$ cat config.mk
export PLATFORM = sky130hd
export DESIGN_NAME = cs_address_sequencer
export DESIGN_NICKNAME = d
export VERILOG_FILES = /design/src/rtl/cs_address_sequencer.sv
export SDC_FILE = /design/constraint.sdc
export NUM_CORES = 1
export LEC_CHECK = 0
export BUFFER_PORTS_ARGS = -buffer_cell sky130_fd_sc_hd__buf_2
export CORE_AREA = 2 2 101 54
export CTS_CLUSTER_DIAMETER = 120
export DETAILED_ROUTE_END_ITERATION = 10
export DIE_AREA = 0 0 103 56
export HOLD_SLACK_MARGIN = 0.12
export RECOVER_POWER = 50
export SKIP_LAST_GASP = 1
export SYNTH_ARGS = -nofsm -noshare
export SYNTH_HDL_FRONTEND = slang
export SYNTH_SLANG_ARGS = --single-unit
$ cat constraint.sdc
create_clock -name CS_ADDRESS_SEQUENCER_CLOCK_50 -period 4 [get_ports CS_ADDRESS_SEQUENCER_CLOCK_50]
set_input_delay 0.4 -clock CS_ADDRESS_SEQUENCER_CLOCK_50 [delete_from_list [all_inputs] [get_ports CS_ADDRESS_SEQUENCER_CLOCK_50]]
set_output_delay 0.4 -clock CS_ADDRESS_SEQUENCER_CLOCK_50 [all_outputs]
set_load 0.02 [all_outputs]
$ cat src/rtl/cs_address_sequencer.sv
// Control-store address sequencer: holds the current microinstruction address and
// selects the next one (increment, flag/IR branch, opcode decode), stalling on memory access.
module cs_address_sequencer #(
    parameter int unsigned DATAWIDTH_JUMPADDRESS = 11,
    parameter int unsigned DATAWIDTH_CONDITION   = 3,
    parameter int unsigned DATAWIDTH_IR          = 32,
    parameter logic [DATAWIDTH_JUMPADDRESS-1:0] RESET_ADDRESS = 11'd0,
    parameter logic [DATAWIDTH_JUMPADDRESS-1:0] TRAP_ADDRESS  = 11'd2046,
    parameter int unsigned TIMEOUT_CYCLES        = 16,
    parameter int unsigned TIMER_WIDTH           = 5
) (
    input  logic                             CS_ADDRESS_SEQUENCER_CLOCK_50,
    input  logic                             CS_ADDRESS_SEQUENCER_ResetInHigh_In,
    input  logic [DATAWIDTH_CONDITION-1:0]   CS_ADDRESS_SEQUENCER_Condition_InBus,
    input  logic [DATAWIDTH_JUMPADDRESS-1:0] CS_ADDRESS_SEQUENCER_JumpAddress_InBus,
    input  logic                             CS_ADDRESS_SEQUENCER_RD_In,
    input  logic                             CS_ADDRESS_SEQUENCER_WRMain_In,
    input  logic                             CS_ADDRESS_SEQUENCER_MemAck_In,
    input  logic [3:0]                       CS_ADDRESS_SEQUENCER_PSR_InBus,
    input  logic [DATAWIDTH_IR-1:0]          CS_ADDRESS_SEQUENCER_IR_InBus,
    output logic [DATAWIDTH_JUMPADDRESS-1:0] CS_ADDRESS_SEQUENCER_CSAddress_OutBus,
    output logic                             CS_ADDRESS_SEQUENCER_Advance_Out,
    output logic                             CS_ADDRESS_SEQUENCER_MemWait_Out,
    output logic                             CS_ADDRESS_SEQUENCER_Timeout_Out
);

    localparam logic [DATAWIDTH_CONDITION-1:0] CondInc    = 3'b000;
    localparam logic [DATAWIDTH_CONDITION-1:0] CondN      = 3'b001;
    localparam logic [DATAWIDTH_CONDITION-1:0] CondZ      = 3'b010;
    localparam logic [DATAWIDTH_CONDITION-1:0] CondV      = 3'b011;
    localparam logic [DATAWIDTH_CONDITION-1:0] CondC      = 3'b100;
    localparam logic [DATAWIDTH_CONDITION-1:0] CondIr13   = 3'b101;
    localparam logic [DATAWIDTH_CONDITION-1:0] CondJump   = 3'b110;
    localparam logic [DATAWIDTH_CONDITION-1:0] CondDecode = 3'b111;

    localparam logic [DATAWIDTH_JUMPADDRESS-1:0] AddrOne   = 1;
    localparam logic [TIMER_WIDTH-1:0]           TimerOne  = 1;
    localparam logic [TIMER_WIDTH-1:0]           TimerLast = TIMER_WIDTH'(TIMEOUT_CYCLES - 1);

    typedef enum logic {
        StRun,
        StWait
    } state_e;

    state_e                           state_q, state_d;
    logic [DATAWIDTH_JUMPADDRESS-1:0] addr_q, addr_d;
    logic [TIMER_WIDTH-1:0]           timer_q, timer_d;
    logic                             timeout_q, timeout_d;
    logic                             mem_wait_q, mem_wait_d;
    logic                             advance;

    logic [DATAWIDTH_JUMPADDRESS-1:0] inc_addr;
    logic [DATAWIDTH_JUMPADDRESS-1:0] jump_addr;
    logic [DATAWIDTH_JUMPADDRESS-1:0] decode_addr;
    logic [DATAWIDTH_JUMPADDRESS-1:0] next_addr;
    logic [10:0]                      decode_raw;
    logic                             flag_n, flag_z, flag_v, flag_c;
    logic                             mem_req;
    logic                             mem_ack;
    logic                             unused_ir;

    assign flag_n  = CS_ADDRESS_SEQUENCER_PSR_InBus[3];
    assign flag_z  = CS_ADDRESS_SEQUENCER_PSR_InBus[2];
    assign flag_v  = CS_ADDRESS_SEQUENCER_PSR_InBus[1];
    assign flag_c  = CS_ADDRESS_SEQUENCER_PSR_InBus[0];
    assign mem_req = CS_ADDRESS_SEQUENCER_RD_In | CS_ADDRESS_SEQUENCER_WRMain_In;
    assign mem_ack = CS_ADDRESS_SEQUENCER_MemAck_In;

    assign inc_addr  = addr_q + AddrOne;
    assign jump_addr = CS_ADDRESS_SEQUENCER_JumpAddress_InBus;

    // Opcode dispatch: op (IR[31:30]) and op3 (IR[24:19]) pick a 4-word slot in the upper half.
    assign decode_raw  = {1'b1, CS_ADDRESS_SEQUENCER_IR_InBus[31:30],
                          CS_ADDRESS_SEQUENCER_IR_InBus[24:19], 2'b00};
    assign decode_addr = DATAWIDTH_JUMPADDRESS'(decode_raw);

    assign unused_ir = ^{CS_ADDRESS_SEQUENCER_IR_InBus[29:25], CS_ADDRESS_SEQUENCER_IR_InBus[18:14],
                         CS_ADDRESS_SEQUENCER_IR_InBus[12:0]};

    always_comb begin
        next_addr = inc_addr;
        case (CS_ADDRESS_SEQUENCER_Condition_InBus)
            CondInc:    next_addr = inc_addr;
            CondN:      next_addr = flag_n ? jump_addr : inc_addr;
            CondZ:      next_addr = flag_z ? jump_addr : inc_addr;
            CondV:      next_addr = flag_v ? jump_addr : inc_addr;
            CondC:      next_addr = flag_c ? jump_addr : inc_addr;
            CondIr13:   next_addr = CS_ADDRESS_SEQUENCER_IR_InBus[13] ? jump_addr : inc_addr;
            CondJump:   next_addr = jump_addr;
            CondDecode: next_addr = decode_addr;
            default:    next_addr = inc_addr;
        endcase
    end

    always_comb begin
        state_d   = state_q;
        addr_d    = addr_q;
        timer_d   = timer_q;
        timeout_d = timeout_q;
        advance   = 1'b0;
        case (state_q)
            StRun: begin
                if (!mem_req || mem_ack) begin
                    addr_d  = next_addr;
                    advance = 1'b1;
                end else begin
                    // The issuing cycle already counts toward the timeout.
                    timer_d = TimerOne;
                    state_d = StWait;
                end
            end
            StWait: begin
                // An ack in the final cycle beats the trap.
                if (mem_ack) begin
                    addr_d  = next_addr;
                    advance = 1'b1;
                    timer_d = '0;
                    state_d = StRun;
                end else if (timer_q == TimerLast) begin
                    addr_d    = TRAP_ADDRESS;
                    timeout_d = 1'b1;
                    timer_d   = '0;
                    state_d   = StRun;
                end else begin
                    timer_d = timer_q + TimerOne;
                end
            end
            default: begin
                state_d = StRun;
                timer_d = '0;
            end
        endcase
        mem_wait_d = (state_d == StWait);
    end

    always_ff @(posedge CS_ADDRESS_SEQUENCER_CLOCK_50) begin
        if (CS_ADDRESS_SEQUENCER_ResetInHigh_In) begin
            state_q    <= StRun;
            addr_q     <= RESET_ADDRESS;
            timer_q    <= '0;
            timeout_q  <= 1'b0;
            mem_wait_q <= 1'b0;
        end else begin
            state_q    <= state_d;
            addr_q     <= addr_d;
            timer_q    <= timer_d;
            timeout_q  <= timeout_d;
            mem_wait_q <= mem_wait_d;
        end
    end

    assign CS_ADDRESS_SEQUENCER_CSAddress_OutBus = addr_q;
    assign CS_ADDRESS_SEQUENCER_Advance_Out      = advance;
    assign CS_ADDRESS_SEQUENCER_MemWait_Out      = mem_wait_q;
    assign CS_ADDRESS_SEQUENCER_Timeout_Out      = timeout_q;

endmodule

## Word-level counts from Yosys, hierarchy flattened

Index checks and enable logic that the tools add are counted.

- Flip-flop bits (word level): 18
- Input port bits: 55
- Output and inout port bits: 14
- Logic and storage cells: 46

- Add/sub/neg operators: 2
- Equal/unequal tests: 11
- Mux-type cells: 21
- Bitwise logic cells: 3
- Reductions and logical operators: 5

Operators with widths:

| cell | count |
|---|---|
| $mux W11 | 8 |
| $pmux W11 S8 | 1 |
| $pmux W11 S2 | 1 |
| $mux W5 | 3 |
| $eq A3 B3 Y1 const B | 4 |
| $add A11 B1 Y11 const B | 1 |
| $pmux W5 S2 | 1 |
| $eq A3 B2 Y1 const B | 2 |
| $add A5 B1 Y5 const B | 1 |
| $eq A5 B4 Y1 const B | 1 |
| $mux W1 | 5 |
| $ne A2 B2 Y1 const B | 2 |
| $pmux W1 S2 | 2 |
| $eq A3 B1 Y1 const B | 1 |
| $logic_not A3 Y1 | 1 |
| $ne A3 B2 Y1 const B | 1 |
| $reduce_and A3 Y1 | 1 |
| $not A1 Y1 | 2 |
| $reduce_and A2 Y1 | 1 |
| $logic_not A1 Y1 | 1 |
| $logic_or A1 B1 Y1 | 1 |
| $or A1 B1 Y1 | 1 |

## Depth between registers and ports, before layout

- Depth in word-level cells: 5
- Depth in mapped cells: 7
- Depth with buffers taken out: 6

## Worst setup path after synthesis

OpenSTA, ideal clock, no wires.

- Path type: register to register
- From: register addr_q[0], in the netlist CS_ADDRESS_SEQUENCER_CSAddress_OutBus[0]
- To: register addr_q[8], in the netlist CS_ADDRESS_SEQUENCER_CSAddress_OutBus[8]
- Setup time: 0.134 ns
- Arrival time: 1.665 ns
- Required time: 3.866 ns
- Slack: 2.201 ns
- Stages on the path, launching flop included: 7
- Buffers on the path: 0
- Clock period less this slack: 1.799 ns
- Path through: dfxtp_1 ha_1 and4_1 nand4_1 xnor2_1 a221oi_1 a211oi_1

- Longest elaborated chain between the ends: 5
- Elaborated cells between the ends (all ways): 10
- Those cells by class: add/sub: 1; mux: 9

Ends and longest elaborated chain:

| element | line | text |
|---|---|---|
| start: declaration | 46 | `logic [DATAWIDTH_JUMPADDRESS-1:0] addr_q, addr_d;` |
| start signal: assignment | 145 | `addr_q <= addr_d;` |
| $add A11 B1 Y11 * | 69 | `assign inc_addr = addr_q + AddrOne;` |
| $mux W11, on equally long branches | n/a |  |
| $pmux W11 S8 * | 82 | `case (CS_ADDRESS_SEQUENCER_Condition_InBus)` |
| $mux W11, on equally long branches | 114, 103 |  |
| $pmux W11 S2 * | 101 | `case (state_q)` |

Mark *: on every way between the ends. The rest lies on a longest branch, timed or not. The select of a mux whose other input is x is not followed.
A chain may end at the register's enable or synchronous reset.

## Worst setup path in the final report

- From: register timer_q[0]
- To: register addr_q[5], in the netlist CS_ADDRESS_SEQUENCER_CSAddress_OutBus[5]

- Longest elaborated chain between the ends: 3

Ends and longest elaborated chain:

| element | line | text |
|---|---|---|
| start: declaration | 47 | `logic [TIMER_WIDTH-1:0] timer_q, timer_d;` |
| start signal: assignment | 146 | `timer_q <= timer_d;` |
| $eq A5 B4 Y1 | 119 | `end else if (timer_q == TimerLast) begin` |
| $ne A3 B2 Y1 (no line) | n/a |  |
| $reduce_and A2 Y1 (no line) | n/a |  |

Every way passes these cells.

==> parameters.txt <==
Parameter                              Value

Yosys
  Post-synthesis instance area ... 1410 sq um
  Synth warn ... 0
  Synth Register Bits ... 18
  Post-synth top area cell ... sky130_fd_sc_hd__dfxtp_1
  Commonest register cell after synthesis ... sky130_fd_sc_hd__dfxtp_1
  Number of flops mapped to enable cells by yosys ... 0
  Synth Area per Inst ... 8.13 sq um
  Area contributors post-synth ... sky130_fd_sc_hd__dfxtp_1 (25%), sky130_fd_sc_hd__nor2_1 (5.6%), sky130_fd_sc_hd__a21oi_1 (5.0%), sky130_fd_sc_hd__a211oi_1 (4.8%), sky130_fd_sc_hd__a221oi_1 (4.3%)
  Distinct cell type count after synthesis ... 52
  Gate count of the mapped netlist ... 174
  Area share of the leading cell type in the synthesized netlist ... 0.255
  Net Count, Synth ... 231
  FFs w/ async S/R, synth ... 0
  Share of the yosys chip area belonging to registers ... 0.255

Worst hold path
  Cell count of the worst hold path ... 3
  Min-delay worst type ... primary input to flop
  Hold wc startpoint ... CS_ADDRESS_SEQUENCER_JumpAddress_InBus[8]
  Hold-critical path endpoint ... CS_ADDRESS_SEQUENCER_CSAddress_OutBus[8]

STA
  Crit share post-route ... 0.543
  Count of final hold-check violations ... 0
  Worst slew slack as a fraction of its limit ... 0.596
  Achievable clock frequency ... 461 MHz
  Period minus WS final ... 2.17 ns
  Final-layout setup total negative slack ... 0 ns
  Unrepaired setup endpoints after global routing ... false
  Number of endpoints failing setup at the final stage ... 0
  Clock tree skew after final layout ... 0.00260 ns
  Final Slew Violations ... 0
  Slew at the pin closest to its max-slew limit ... 0.602 ns

Worst setup path
  Sequence of cells on the critical path ... ha_1, nand3_1, o21ai_0, a21boi_2, nor2_1, a2111oi_2
  Crit Path Max Fanout ... 12
  FF-to-FF setup slack ... 1.83 ns
  Worst path top cell family by delay ... compound AO/OA/AOI/OAI gates
  Signal arrival time at the worst endpoint ... 2.33 ns
  Crit start category ... flop
  Max incr delay on CP ... 0.58 ns
  Critical path class ... flop to flop
  Length in cells of the worst reg-to-reg path ... 6
  R2r endpoint ... CS_ADDRESS_SEQUENCER_CSAddress_OutBus[5]
  Endpoint required time on the critical path ... 4.16 ns
  Count of buffer and inverter cells on the critical path ... 0
  Reg-to-reg critical path startpoint ... timer_q[0]
  Cell with the biggest individual delay on the critical path ... sky130_fd_sc_hd__a21boi_2
  Setup crit end kind ... flop

Clock network
  Num CTS Buffers ... 3
  Clock tree from TritonCTS ... yes
  Clock slew at the register clock pins of the worst setup and hold paths ... 0.07 ns
  Deepest level of the CTS H-tree ... 1
  Clock tree buffer depth ... 2
  Number of gates given a new drive strength after cts ... 0
  Clock sinks ... 18
  CTS root buffer ... sky130_fd_sc_hd__clkbuf_8
  Setup bufs post-CTS ... 0
  Cts-stage hold buffer count ... 0
  Clock latency of the later-clocked register in the worst-skew pair ... 0.25 ns

Placement
  Final HPWL DP ... 2960 um
  Placer congestion estimate ... 0.773
  Port buffer count ... 45
  Cell area after placement ... 1670 sq um
  Placed instance count ... 280

Global routing
  GR Overflow Total ... 0
  Number of global-route vias before repair ... 1357
  Total routing resource utilization after global routing ... 0.137
  Number of antenna violations at the first check in global routing ... 0
  Pin count of the biggest net entering global routing ... 19
  Wire length of the first global-routing pass ... 6420 um

Status
  Status ... complete, no violations

Power
  Total design power ... 501 uW
  Power per cell area ... 296 nW/um^2
  Peak supply drop ... 0.102 mV
  Static Leakage ... 0.000626 uW

Floorplan
  Die span in y ... 56 um
  Effective utilization at floorplan ... 0.293
  Top-level I/O count ... 69
  Row count ... 18
  DIE WIDTH ... 103 um
  Total die area ... 5770 sq um
  Core Box Area ... 4820 sq um

Layout
  Fill cell total of the finished layout ... 546
  Cell area after layout ... 1700 sq um
  Share of cells above drive strength 1 ... 0.244
  Final Non-Filler Cells ... 283
  Area Overhead vs Synth ... 19.9%
  Final standard cell utilization of the core ... 0.352
  Count of inserted antenna diode cells ... 0
  Nets@finish ... 272

Run
  Max cap viols ... 0

Route
  WL met1 ... 1840 um
  Uppermost signal routing layer after detailed routing ... met4
  WL met3 ... 204 um
  Total detailed-routing wirelength ... 3940 um
  Met2 wire len ... 1870 um
  # DRC ... 0
  Initial DRC count ... 62
  Routed len/inst ... 13.9 um
  Via count of the routed design ... 1472
  First-pass DRT Iterations ... 4
  Post-detailed-route via-to-cell ratio ... 5.20
  Antenna-violating nets left ... 0
==> synthesized netlist by cell type, types with 3 or more instances <==
cell type / count
sky130_fd_sc_hd__o21ai_0: 5
sky130_fd_sc_hd__and4_1: 3
sky130_fd_sc_hd__buf_4: 4
sky130_fd_sc_hd__clkbuf_1: 3
sky130_fd_sc_hd__xnor2_1: 6
sky130_fd_sc_hd__a21oi_1: 14
sky130_fd_sc_hd__dfxtp_1: 18
sky130_fd_sc_hd__inv_1: 4
sky130_fd_sc_hd__nor2b_1: 3
sky130_fd_sc_hd__a211oi_1: 9
sky130_fd_sc_hd__nor3_1: 4
sky130_fd_sc_hd__nand2_1: 15
sky130_fd_sc_hd__a221oi_1: 7
sky130_fd_sc_hd__nand2b_1: 4
sky130_fd_sc_hd__nand3_1: 8
sky130_fd_sc_hd__nand4_1: 4
sky130_fd_sc_hd__nor2_1: 21
==> cell families (layout without fill, tap and decap cells) <==
family	count (synthesis)	count (layout)	share of synthesized area
mux	1	1	0.00796
buf+inv	13	52	0.0513
flops	18	18	0.255
fa+ha+maj	2	2	0.0177
simple gates	79	79	0.312
xor+xnor	6	6	0.0372
compound gates	55	55	0.319
==> flip-flops by register name, indices dropped and copies added (netlist names) <==
| name | flops |
|---|---|
| CS_ADDRESS_SEQUENCER_CSAddress_OutBus | 11 |
| timer_q | 5 |
| CS_ADDRESS_SEQUENCER_MemWait_Out | 1 |
| CS_ADDRESS_SEQUENCER_Timeout_Out | 1 |
==> per-layer routing <==
metal,up-vias,GRT usage
met5,-,0
met4,0,0.0226
met3,2,0.0289
met2,31,0.234
met1,695,0.180
li1,744,-
==> where the power goes <==
part | leakage (uW) | total (uW) | internal [uW] | switching, uW
sequential | 0.000148 | 215 | 193 | 21.7
combinational | 0.000457 | 159 | 62.5 | 96.3
clock | 0.0000216 | 128 | 67.0 | 60.7
==> layout make-up <==
cell class                      instances  area (sq um)  share of cell area
Inverter                                4          15.0             0.00886
Timing Repair Buffer                   45           210               0.124
Multi-Input combinational cell        143           981               0.579
Sequential cell                        18           360               0.213
Tap cell                               70          87.6              0.0517
Clock buffer                            3          41.3              0.0244
==> layout by cell type, fill, tap and decap left out, types with 4 or more instances in the layout <==
cell type,count
sky130_fd_sc_hd__nand4_1,4
sky130_fd_sc_hd__a21oi_1,14
sky130_fd_sc_hd__o21ai_0,5
sky130_fd_sc_hd__dfxtp_1,18
sky130_fd_sc_hd__a221oi_1,7
sky130_fd_sc_hd__nand2_1,15
sky130_fd_sc_hd__buf_2,33
sky130_fd_sc_hd__nor3_1,4
sky130_fd_sc_hd__xnor2_1,6
sky130_fd_sc_hd__nand2b_1,4
sky130_fd_sc_hd__nor2_1,21
sky130_fd_sc_hd__inv_1,4
sky130_fd_sc_hd__nand3_1,8
sky130_fd_sc_hd__clkbuf_1,12
sky130_fd_sc_hd__a211oi_1,9
==> worst max path at each step <==
stage	start	to	cells after the start
floorplan	CS_ADDRESS_SEQUENCER_CSAddress_OutBus[0]	CS_ADDRESS_SEQUENCER_CSAddress_OutBus[8]	6
global placement	timer_q[0]	CS_ADDRESS_SEQUENCER_CSAddress_OutBus[4]	6
detailed placement	CS_ADDRESS_SEQUENCER_Condition_InBus[2]	CS_ADDRESS_SEQUENCER_CSAddress_OutBus[6]	6
CTS	timer_q[0]	CS_ADDRESS_SEQUENCER_CSAddress_OutBus[5]	6
global route	timer_q[0]	CS_ADDRESS_SEQUENCER_CSAddress_OutBus[4]	6
finish	timer_q[0]	CS_ADDRESS_SEQUENCER_CSAddress_OutBus[5]	6
==> worst reg2reg max path, delay by kind of cell, from the launching register on <==
kind	cells	cell delay (ns)
compound gates	3	1.26
flops	1	0.38
simple gates	2	0.23
fa+ha+maj	1	0.20
==> metrics by stage <==
step / worst slack, ns / hold slack, ns
5_1_grt: 1.58 / 0.390
4_1_cts: 1.80 / 0.383
6_report: 1.83 / 0.385
3_5_place_dp: 1.81 / 0.465
2_1_floorplan: 2.20 / 0.458
3_3_place_gp: 1.87 / 0.456
(Power assumes the default switching activity.)
